File: config.mk
export PLATFORM = sky130hd
export DESIGN_NAME = ip_header_csum_insert
export DESIGN_NICKNAME = d
export VERILOG_FILES = /design/src/rtl/ip_header_csum_insert.sv
export SDC_FILE = /design/constraint.sdc
export NUM_CORES = 1
export LEC_CHECK = 0
export ABC_AREA = 1
export BUFFER_PORTS_ARGS = -buffer_cell sky130_fd_sc_hd__buf_2
export CAP_MARGIN = 0
export CORE_UTILIZATION = 33
export CTS_BUF_LIST = sky130_fd_sc_hd__clkbuf_2 sky130_fd_sc_hd__clkbuf_4 sky130_fd_sc_hd__clkbuf_8
export DETAILED_ROUTE_END_ITERATION = 10
export GPL_TIMING_DRIVEN = 0
export SLEW_MARGIN = 20
export SYNTH_ARGS = -nofsm -noshare
export SYNTH_HDL_FRONTEND = slang
export SYNTH_SLANG_ARGS = --single-unit
File: constraint.sdc
create_clock -name clk -period 8.9 [get_ports clk]
set_input_delay 1.335 -clock clk [delete_from_list [all_inputs] [get_ports clk]]
set_output_delay 1.335 -clock clk [all_outputs]
set_load 0.01 [all_outputs]
File: src/rtl/ip_header_csum_insert.sv
// rtl/ip_header_csum_insert.sv - buffers one IPv4 header, computes its checksum and
// re-emits the header with the checksum field substituted.
module ip_header_csum_insert #(
  parameter int AXIS_BYTES = 2,
  parameter int MAX_WORDS  = 30,
  parameter int CSUM_WORD  = 5
) (
  input  logic        clk,
  input  logic        areset,
  output logic        axis_i_tready,
  input  logic        axis_i_tvalid,
  input  logic        axis_i_tlast,
  input  logic [1:0]  axis_i_tkeep,
  input  logic [15:0] axis_i_tdata,
  input  logic        axis_o_tready,
  output logic        axis_o_tvalid,
  output logic        axis_o_tlast,
  output logic [1:0]  axis_o_tkeep,
  output logic [15:0] axis_o_tdata,
  output logic        axis_o_tuser
);

  if (AXIS_BYTES != 2) begin : g_bad_width
    $error("ip_header_csum_insert supports AXIS_BYTES == 2 only");
  end

  localparam int PW = $clog2(MAX_WORDS + 1);
  localparam logic [PW-1:0] L_MAX  = MAX_WORDS[PW-1:0];
  localparam logic [PW-1:0] L_CSUM = CSUM_WORD[PW-1:0];
  localparam logic [PW-1:0] L_ONE  = {{(PW-1){1'b0}}, 1'b1};

  typedef enum logic [1:0] {S_LOAD, S_FOLD, S_SEND} state_t;

  state_t        r_state;
  state_t        w_next;
  logic [15:0]   r_buf  [MAX_WORDS];
  logic [1:0]    r_keep [MAX_WORDS];
  logic [PW-1:0] r_wr_ptr;
  logic [PW-1:0] r_rd_ptr;
  logic [16:0]   r_acc;
  logic [15:0]   r_csum;
  logic          r_ovf;

  logic          w_in_fire;
  logic          w_in_store;
  logic          w_out_fire;
  logic          w_load;
  logic [15:0]   w_masked;
  logic [16:0]   w_acc_next;
  logic [15:0]   w_fold;
  logic [15:0]   w_csum_now;
  logic [15:0]   w_rd_data;
  logic          w_rd_last;
  logic          w_short;

  always_ff @(posedge clk or posedge areset) begin
    if (areset) r_state <= S_LOAD;
    else        r_state <= w_next;
  end

  always_comb begin
    w_next        = r_state;
    axis_i_tready = 1'b0;
    w_load        = 1'b0;
    case (r_state)
      S_LOAD: begin
        axis_i_tready = 1'b1;
        if (axis_i_tvalid && axis_i_tlast) w_next = S_FOLD;
      end
      S_FOLD: begin
        w_load = 1'b1;
        w_next = S_SEND;
      end
      S_SEND: begin
        if (w_out_fire && axis_o_tlast) w_next = S_LOAD;
        else if (w_out_fire)            w_load = 1'b1;
      end
      default: w_next = S_LOAD;
    endcase
  end

  assign w_in_fire  = axis_i_tvalid && axis_i_tready;
  assign w_in_store = w_in_fire && (r_wr_ptr < L_MAX);
  assign w_out_fire = axis_o_tvalid && axis_o_tready;

  // The checksum field itself never contributes, regardless of its input value.
  always_comb begin
    w_masked = axis_i_tdata & {{8{axis_i_tkeep[1]}}, {8{axis_i_tkeep[0]}}};
    if (r_wr_ptr == L_CSUM) w_masked = 16'h0000;
  end

  assign w_acc_next = {1'b0, w_masked} + {1'b0, r_acc[15:0]} + {16'h0000, r_acc[16]};
  assign w_fold     = ~(r_acc[15:0] + {15'h0000, r_acc[16]});
  assign w_csum_now = (r_state == S_FOLD) ? w_fold : r_csum;
  assign w_short    = (r_wr_ptr <= L_CSUM);
  assign w_rd_last  = (r_rd_ptr == r_wr_ptr - L_ONE);
  assign w_rd_data  = (r_rd_ptr == L_CSUM) ? w_csum_now : r_buf[r_rd_ptr];

  always_ff @(posedge clk) begin
    if (w_in_store) begin
      r_buf[r_wr_ptr]  <= axis_i_tdata;
      r_keep[r_wr_ptr] <= axis_i_tkeep;
    end
  end

  always_ff @(posedge clk or posedge areset) begin
    if (areset) begin
      r_wr_ptr <= '0;
      r_rd_ptr <= '0;
      r_acc    <= '0;
      r_csum   <= '0;
      r_ovf    <= 1'b0;
    end else begin
      if (w_in_store) begin
        r_wr_ptr <= r_wr_ptr + L_ONE;
        r_acc    <= w_acc_next;
      end else if (w_in_fire) begin
        r_ovf    <= 1'b1;
      end
      if (r_state == S_FOLD) r_csum <= w_fold;
      if (w_load) r_rd_ptr <= r_rd_ptr + L_ONE;
      if (w_out_fire && axis_o_tlast) begin
        r_wr_ptr <= '0;
        r_rd_ptr <= '0;
        r_acc    <= '0;
        r_ovf    <= 1'b0;
      end
    end
  end

  // Output beat register: loads the next word on FOLD and on each non-final handshake.
  always_ff @(posedge clk or posedge areset) begin
    if (areset) begin
      axis_o_tvalid <= 1'b0;
      axis_o_tlast  <= 1'b0;
      axis_o_tuser  <= 1'b0;
      axis_o_tdata  <= '0;
      axis_o_tkeep  <= '0;
    end else if (w_load) begin
      axis_o_tvalid <= 1'b1;
      axis_o_tlast  <= w_rd_last;
      axis_o_tuser  <= w_rd_last && (r_ovf || w_short);
      axis_o_tdata  <= w_rd_data;
      axis_o_tkeep  <= r_keep[r_rd_ptr];
    end else if (w_out_fire) begin
      axis_o_tvalid <= 1'b0;
      axis_o_tlast  <= 1'b0;
      axis_o_tuser  <= 1'b0;
      axis_o_tdata  <= '0;
      axis_o_tkeep  <= '0;
    end
  end

endmodule

Word-level counts from Yosys, hierarchy flattened
Memory sizes are Yosys's and may differ from the RTL's.
Cells that the tools add are included.
{"block": "classes", "n_addsub": 6, "order_cmp": 2, "eq_ne": 8, "n_mux": 29, "bitwise": 2, "n_reduce_logical": 14}
{"operator": "16-bit 2-to-1 mux", "count": 5}
{"operator": "17-bit 2-to-1 mux", "count": 2}
{"operator": "5-bit 2-to-1 mux", "count": 4}
{"operator": "16-bit by 16-bit adder with 17-bit output", "count": 1}
{"operator": "17-bit by 1-bit adder with 17-bit output", "count": 1}
{"operator": "16-bit by 1-bit adder with 16-bit output", "count": 1}
{"operator": "16-bit AND", "count": 1}
{"operator": "16-bit NOT", "count": 1}
{"operator": "1-bit 2-to-1 mux", "count": 12}
{"operator": "5-bit by 1-bit adder with 5-bit output, second input constant", "count": 2}
{"operator": "5-bit by 3-bit equality test with 1-bit output, second input constant", "count": 2}
{"operator": "2-bit 2-to-1 mux", "count": 4}
{"operator": "2-bit nonzero test", "count": 4}
{"operator": "1-bit logical AND", "count": 6}
{"operator": "2-bit one-hot mux with 3 select lines", "count": 1}
{"operator": "5-bit equality test", "count": 1}
{"operator": "5-bit by 3-bit <= comparator with 1-bit output, second input constant", "count": 1}
{"operator": "5-bit less-than comparator, second input constant", "count": 1}
{"operator": "5-bit by 1-bit subtractor with 5-bit output, second input constant", "count": 1}
{"operator": "2-bit inequality test, second input constant", "count": 2}
{"operator": "2-bit AND reduction", "count": 2}
{"operator": "2-bit by 1-bit equality test with 1-bit output, second input constant", "count": 1}
{"operator": "2-bit equality test, second input constant", "count": 1}
{"operator": "2-bit zero test", "count": 1}
{"operator": "other kinds (3)", "count": 3}
{"block": "totals", "register_bits": 67, "ram_bits": 540, "inputBits": 23, "output_inout_bits": 22, "wordCells": 74, "mem_count": 2}
{"name": "r_buf", "depth": 30, "width": 16, "rd": 1, "rd_clocked_by_memory_dff": 0, "write_ports": 1, "line": "36", "text": "logic [15:0] r_buf [MAX_WORDS];"}
{"name": "r_keep", "depth": 30, "width": 2, "rd": 1, "rd_clocked_by_memory_dff": 0, "write_ports": 1, "line": "37", "text": "logic [1:0] r_keep [MAX_WORDS];"}

Logic depth before layout (Yosys ltp)
{"block": "logic_depth", "ltp_word": 6, "depth_mapped": 19, "depth_no_buf": 18}

Worst setup path before layout
No wires, ideal clock.
{"block": "synth_path", "path_type": "input to register", "from": "input axis_i_tvalid", "to": "memory r_buf[7][0], enable pin", "setup_ns": 0.416, "arrival_ns": 3.114, "t_required_ns": 8.484, "setup_slack_ns": 5.371, "cell_stages": 4, "n_path_buf": 0, "path_cell_list": "nand2_1 a21oi_4 nand2_2 nor3_1"}
{"block": "synth_between", "elab_chain_cells": 4}
{"element": "from (decl)", "line": "11", "text": "input logic axis_i_tvalid,"}
{"element": "1-bit logical AND", "line": "82", "text": "assign w_in_fire = axis_i_tvalid && axis_i_tready;"}
{"element": "1-bit logical AND", "line": "83", "text": "assign w_in_store = w_in_fire && (r_wr_ptr < L_MAX);"}
{"element": "1-bit 2-to-1 mux", "line": "100", "text": "if (w_in_store) begin"}
{"element": "1-bit 2-to-1 mux (implied by the code)", "line": "101", "text": "r_buf[r_wr_ptr] <= axis_i_tdata;"}
{"element": "to (decl)", "line": "36"}
No other way between the ends.

Worst setup path after layout
{"block": "layout_path", "from": "register r_rd_ptr[1]", "to": "register axis_o_tdata[12]"}
{"block": "layout_between", "elab_chain_cells": 3, "elab_cells_between_ends": 4, "cone_classes": "eq/ne: 1; mux: 2; memory: 1"}
{"element": "from (decl)", "line": "39", "text": "logic [PW-1:0] r_rd_ptr;"}
{"element": "from (signal assigned)", "line": "121", "text": "if (w_load) r_rd_ptr <= r_rd_ptr + L_ONE;"}
{"element": "memory read 30 x 16 bit or 5-bit by 3-bit equality test with 1-bit output (tied branches)"}
{"element": "16-bit 2-to-1 mux (*)", "line": "97", "text": "assign w_rd_data = (r_rd_ptr == L_CSUM) ? w_csum_now : r_buf[r_rd_ptr];"}
{"element": "16-bit 2-to-1 mux (*)", "line": "139", "text": "end else if (w_load) begin"}
{"element": "to (signal assigned)", "line": "143", "text": "axis_o_tdata <= w_rd_data;"}
{"element": "to (decl)", "line": "19", "text": "output logic [15:0] axis_o_tdata,"}
Every way passes the cells marked *; elsewhere a longest branch is shown, timed or not.
A chain may end at the register's enable or synchronous reset.

==> impl_metrics.csv <==
group,metric,value,unit
placed_design,dp_slack,4.66,ns
sta,tns,0,ns
global_route,grt_pass1_vias,18800,
synth,synth_cells,2594,
worst_setup_path,cp_data_arrival_time,4.30,ns
synth,synth.avg_cell_area,10.2,sq um
sta,fin_hold_ws,0.473,ns
die,top_level_ports,45,
clocking,h-tree-depth,3,
synth,synth_top_area_share,61.1,%
worst_setup_path,cp_max_fo,10,
sta,finalHoldViolCount,0,
clocking,postCtsHoldBufs,0,
clocking,cts-buffers-inserted,103,
sta,finalSetupViolCount,0,
synth,synth_area_leader_cell,"edfxtp_1",
die,die_area,81500,sq um
clocking,cts_sinks,607,
synth,synth-edff-count,540,
cells_and_area,utilization,39.2,%
power_and_ir_drop,pwr-share-comb,37.4,%
power_and_ir_drop,pwr-share-seq,36.4,%
clocking,cts_root_buf,"clkbuf_8",
sta,rsz0062_at_grt,"no",
clocking,insertion_delay,0.72,ns
cells_and_area,layout.nets,2826,
detailed_routing,route.detailed.drc,0,
detailed_routing,drtIter0Drc,1927,
synth,synth.distinct_cells,43,
synth,synth-seq-cells,607,
sta,period_needed,3.71,ns
global_route,grt_max_degree,52,
global_route,grtUsageTotal,20.2,%
detailed_routing,first_pass_iters,5,
placed_design,io_buffers,44,
synth,ys_top_cells_by_area,"edfxtp_1, nand2_1, dfrtp_1, nand3_1, inv_1",
sta,skew,0.0297,ns
die,dieWidth,286,um
detailed_routing,post_drt_wl_per_cell,21.2,um
clocking,post-cts-setup-buffers,0,
detailed_routing,drtAntennaViolNets,0,
min_path,hp-class,"reg2reg",
sta,slew_violations,0,
synth,synth_most_common_cell,"nand2_1",
die,core.rowCount,103,
power_and_ir_drop,pwr-share-clk,26.3,%
cells_and_area,area_delta_synth_final,17.0,%
worst_setup_path,critPathLaunchType,"flop",
detailed_routing,via_per_inst,5.00,
status,status,"complete, no violations",
power_and_ir_drop,p_sw_share,40.4,%
power_and_ir_drop,power_density,303,nW/um^2
job,max_cap_violations,0,
power_and_ir_drop,p_total,9.41,mW
power_and_ir_drop,vdd_drop_max,0.000115,V
worst_setup_path,crit_type,"reg2reg",
sta,timing.fmax,269,MHz
power_and_ir_drop,total_leakage_power,12.6,nW
clocking,cts-resized-gates,0,
global_route,antenna_found_initial,3,
global_route,grt_pass1_wl,121000,um
worst_setup_path,worst_setup_path_end_kind,"flop",
clocking,cts_tree,"yes",
die,core_area,79300,sq um
sta,post-route-period-util,41.7,%
synth,synth_common_cells,"nand2_1, edfxtp_1, nand3_1",
die,initial_core_util,33.5,%
sta,worstMarginPinSlew,1.26,ns
synth,ys_seq_area_share,67.4,%
cells_and_area,layout-drive-gt1-share,13.0,%
worst_setup_path,cp.required,9.49,ns
placed_design,gp_congestion,0.929,
die,fp.dieH,286,um
sta,layout_setup_ws,5.19,ns
power_and_ir_drop,switchingPower,3.80,mW
synth,async_reset_ff_share,11.0,%
power_and_ir_drop,p_int,5.61,mW
global_route,grt_overflow,0,
placed_design,place_hpwl,55900,um
synth,ys_warn_count,0,
synth,synth_flop_cell,"edfxtp_1",
clocking,clockBufferDepth,3,
clocking,cts.clk_slew.worst_paths,0.06,ns
detailed_routing,num_vias,19500,
detailed_routing,routed_wl,82600,um
synth,synth_area,26500,sq um
sta,slew_headroom,15.6,%
synth,synthesis.nets,2647,
cells in the final DEF (no fill, tap or decap), types with 3 or more instances in the layout:
cell type,netlist,layout
a21boi_0,3,3
a21oi_1,39,39
buf_16,0,25
buf_2,73,117
buf_4,3,5
buf_6,2,3
clkbuf_1,36,36
clkbuf_4,0,49
clkbuf_8,0,112
clkinv_1,1,20
clkinv_2,1,5
dfrtp_1,67,67
edfxtp_1,540,540
ha_1,28,28
inv_1,206,205
inv_2,5,5
nand2_1,987,987
nand2_2,3,3
nand3_1,234,234
nand4_1,23,23
nor2_1,167,137
nor2_2,1,3
nor2_4,2,30
nor3_1,4,3
o21a_1,3,3
o21ai_0,97,97
o21ai_1,17,17
o22ai_1,18,18
or2_2,4,4
xnor2_1,5,5
xor2_1,7,7
power by group through the flow:
stage          Combinational, mW  Sequential [mW]  Clock, mW
2_1_floorplan               2.15             3.45          0
3_3_place_gp                3.38             3.48          0
3_5_place_dp                3.47             3.48          0
4_1_cts                     3.48             3.42       2.51
5_1_grt                     3.84             3.44       2.62
6_report                    3.52             3.42       2.47
per-layer routing:
metal | global-route usage (%) | up-vias | share of wire, %
met5 | 0 | - | 0.013
met4 | 8.16 | 2 | 3.5
met3 | 3.40 | 180 | 8.5
met2 | 32.6 | 924 | 47
met1 | 26.9 | 9415 | 41
li1 | - | 9008 | -
stage by stage:
stage / area, sq um / instances
finish: 31100 / 3905
floorplan: 26500 / 2594
global placement: 28100 / 3688
global route: 31100 / 3905
CTS: 31100 / 3904
detailed placement: 29000 / 3718
layout make-up:
class                           instances  area (sq um)
Multi-Input combinational cell       1658          7500
Clock buffer                          161          1910
Clock inverter                         25           108
Antenna cell                            1          2.50
Buffer                                115           549
Tap cell                             1050          1310
Sequential cell                       607         17900
Fill cell                            7725         48200
Inverter                              214           810
Timing Repair Buffer                   74           965
kinds of logic after synthesis:
group           after synthesis  synth area share [%]
flops                       607                  67.4
xor+xnor                     12                 0.396
simple gates               1431                  21.8
compound gates              185                  3.74
fa+ha+maj                    30                  1.47
buf+inv                     329                  5.11
critical path, stage by stage, from the launching register on:
cell      delay (ns)
dfrtp_1         0.34
buf_2           0.18
clkinv_2        0.25
buf_2           0.33
buf_2           0.26
ha_1            0.21
inv_1           0.08
o21ai_1         0.16
inv_1           0.21
clkbuf_1        0.64
o21ai_0         0.55
nand4_1         0.29
nand2_1         0.06
sequential cells by signal, indices dropped and copies added, names as in the netlist:
signal	count
r_ovf	1
axis_o_tkeep	2
r_buf	480
r_state	2
r_acc	17
r_rd_ptr	5
axis_o_tdata	16
r_wr_ptr	5
axis_o_tlast	1
axis_o_tuser	1
r_keep	60
axis_o_tvalid	1
r_csum	16
path summary, 6_finish.rpt:
path / from / depth (start not counted) / slack (ns) / to
worst max-delay path: r_rd_ptr[1]$_DFFE_PP0P_ / 12 / 5.19 / axis_o_tdata[12]$_DFFE_PP0P_
worst min-delay path: axis_o_tdata[1]$_DFFE_PP0P_ / 2 / 0.47 / axis_o_tdata[1]$_DFFE_PP0P_
worst max register to register: r_rd_ptr[1]$_DFFE_PP0P_ / 12 / 5.19 / axis_o_tdata[12]$_DFFE_PP0P_
worst min register to register: axis_o_tdata[1]$_DFFE_PP0P_ / 2 / 0.47 / axis_o_tdata[1]$_DFFE_PP0P_
max in group asynchronous: areset / 3 / 7.78 / r_csum[14]$_DFF_PP0_
min in group asynchronous: areset / 2 / 0.54 / r_state[1]$_DFFE_PP0P_
No activity file was read; power rests on OpenSTA's default activity.
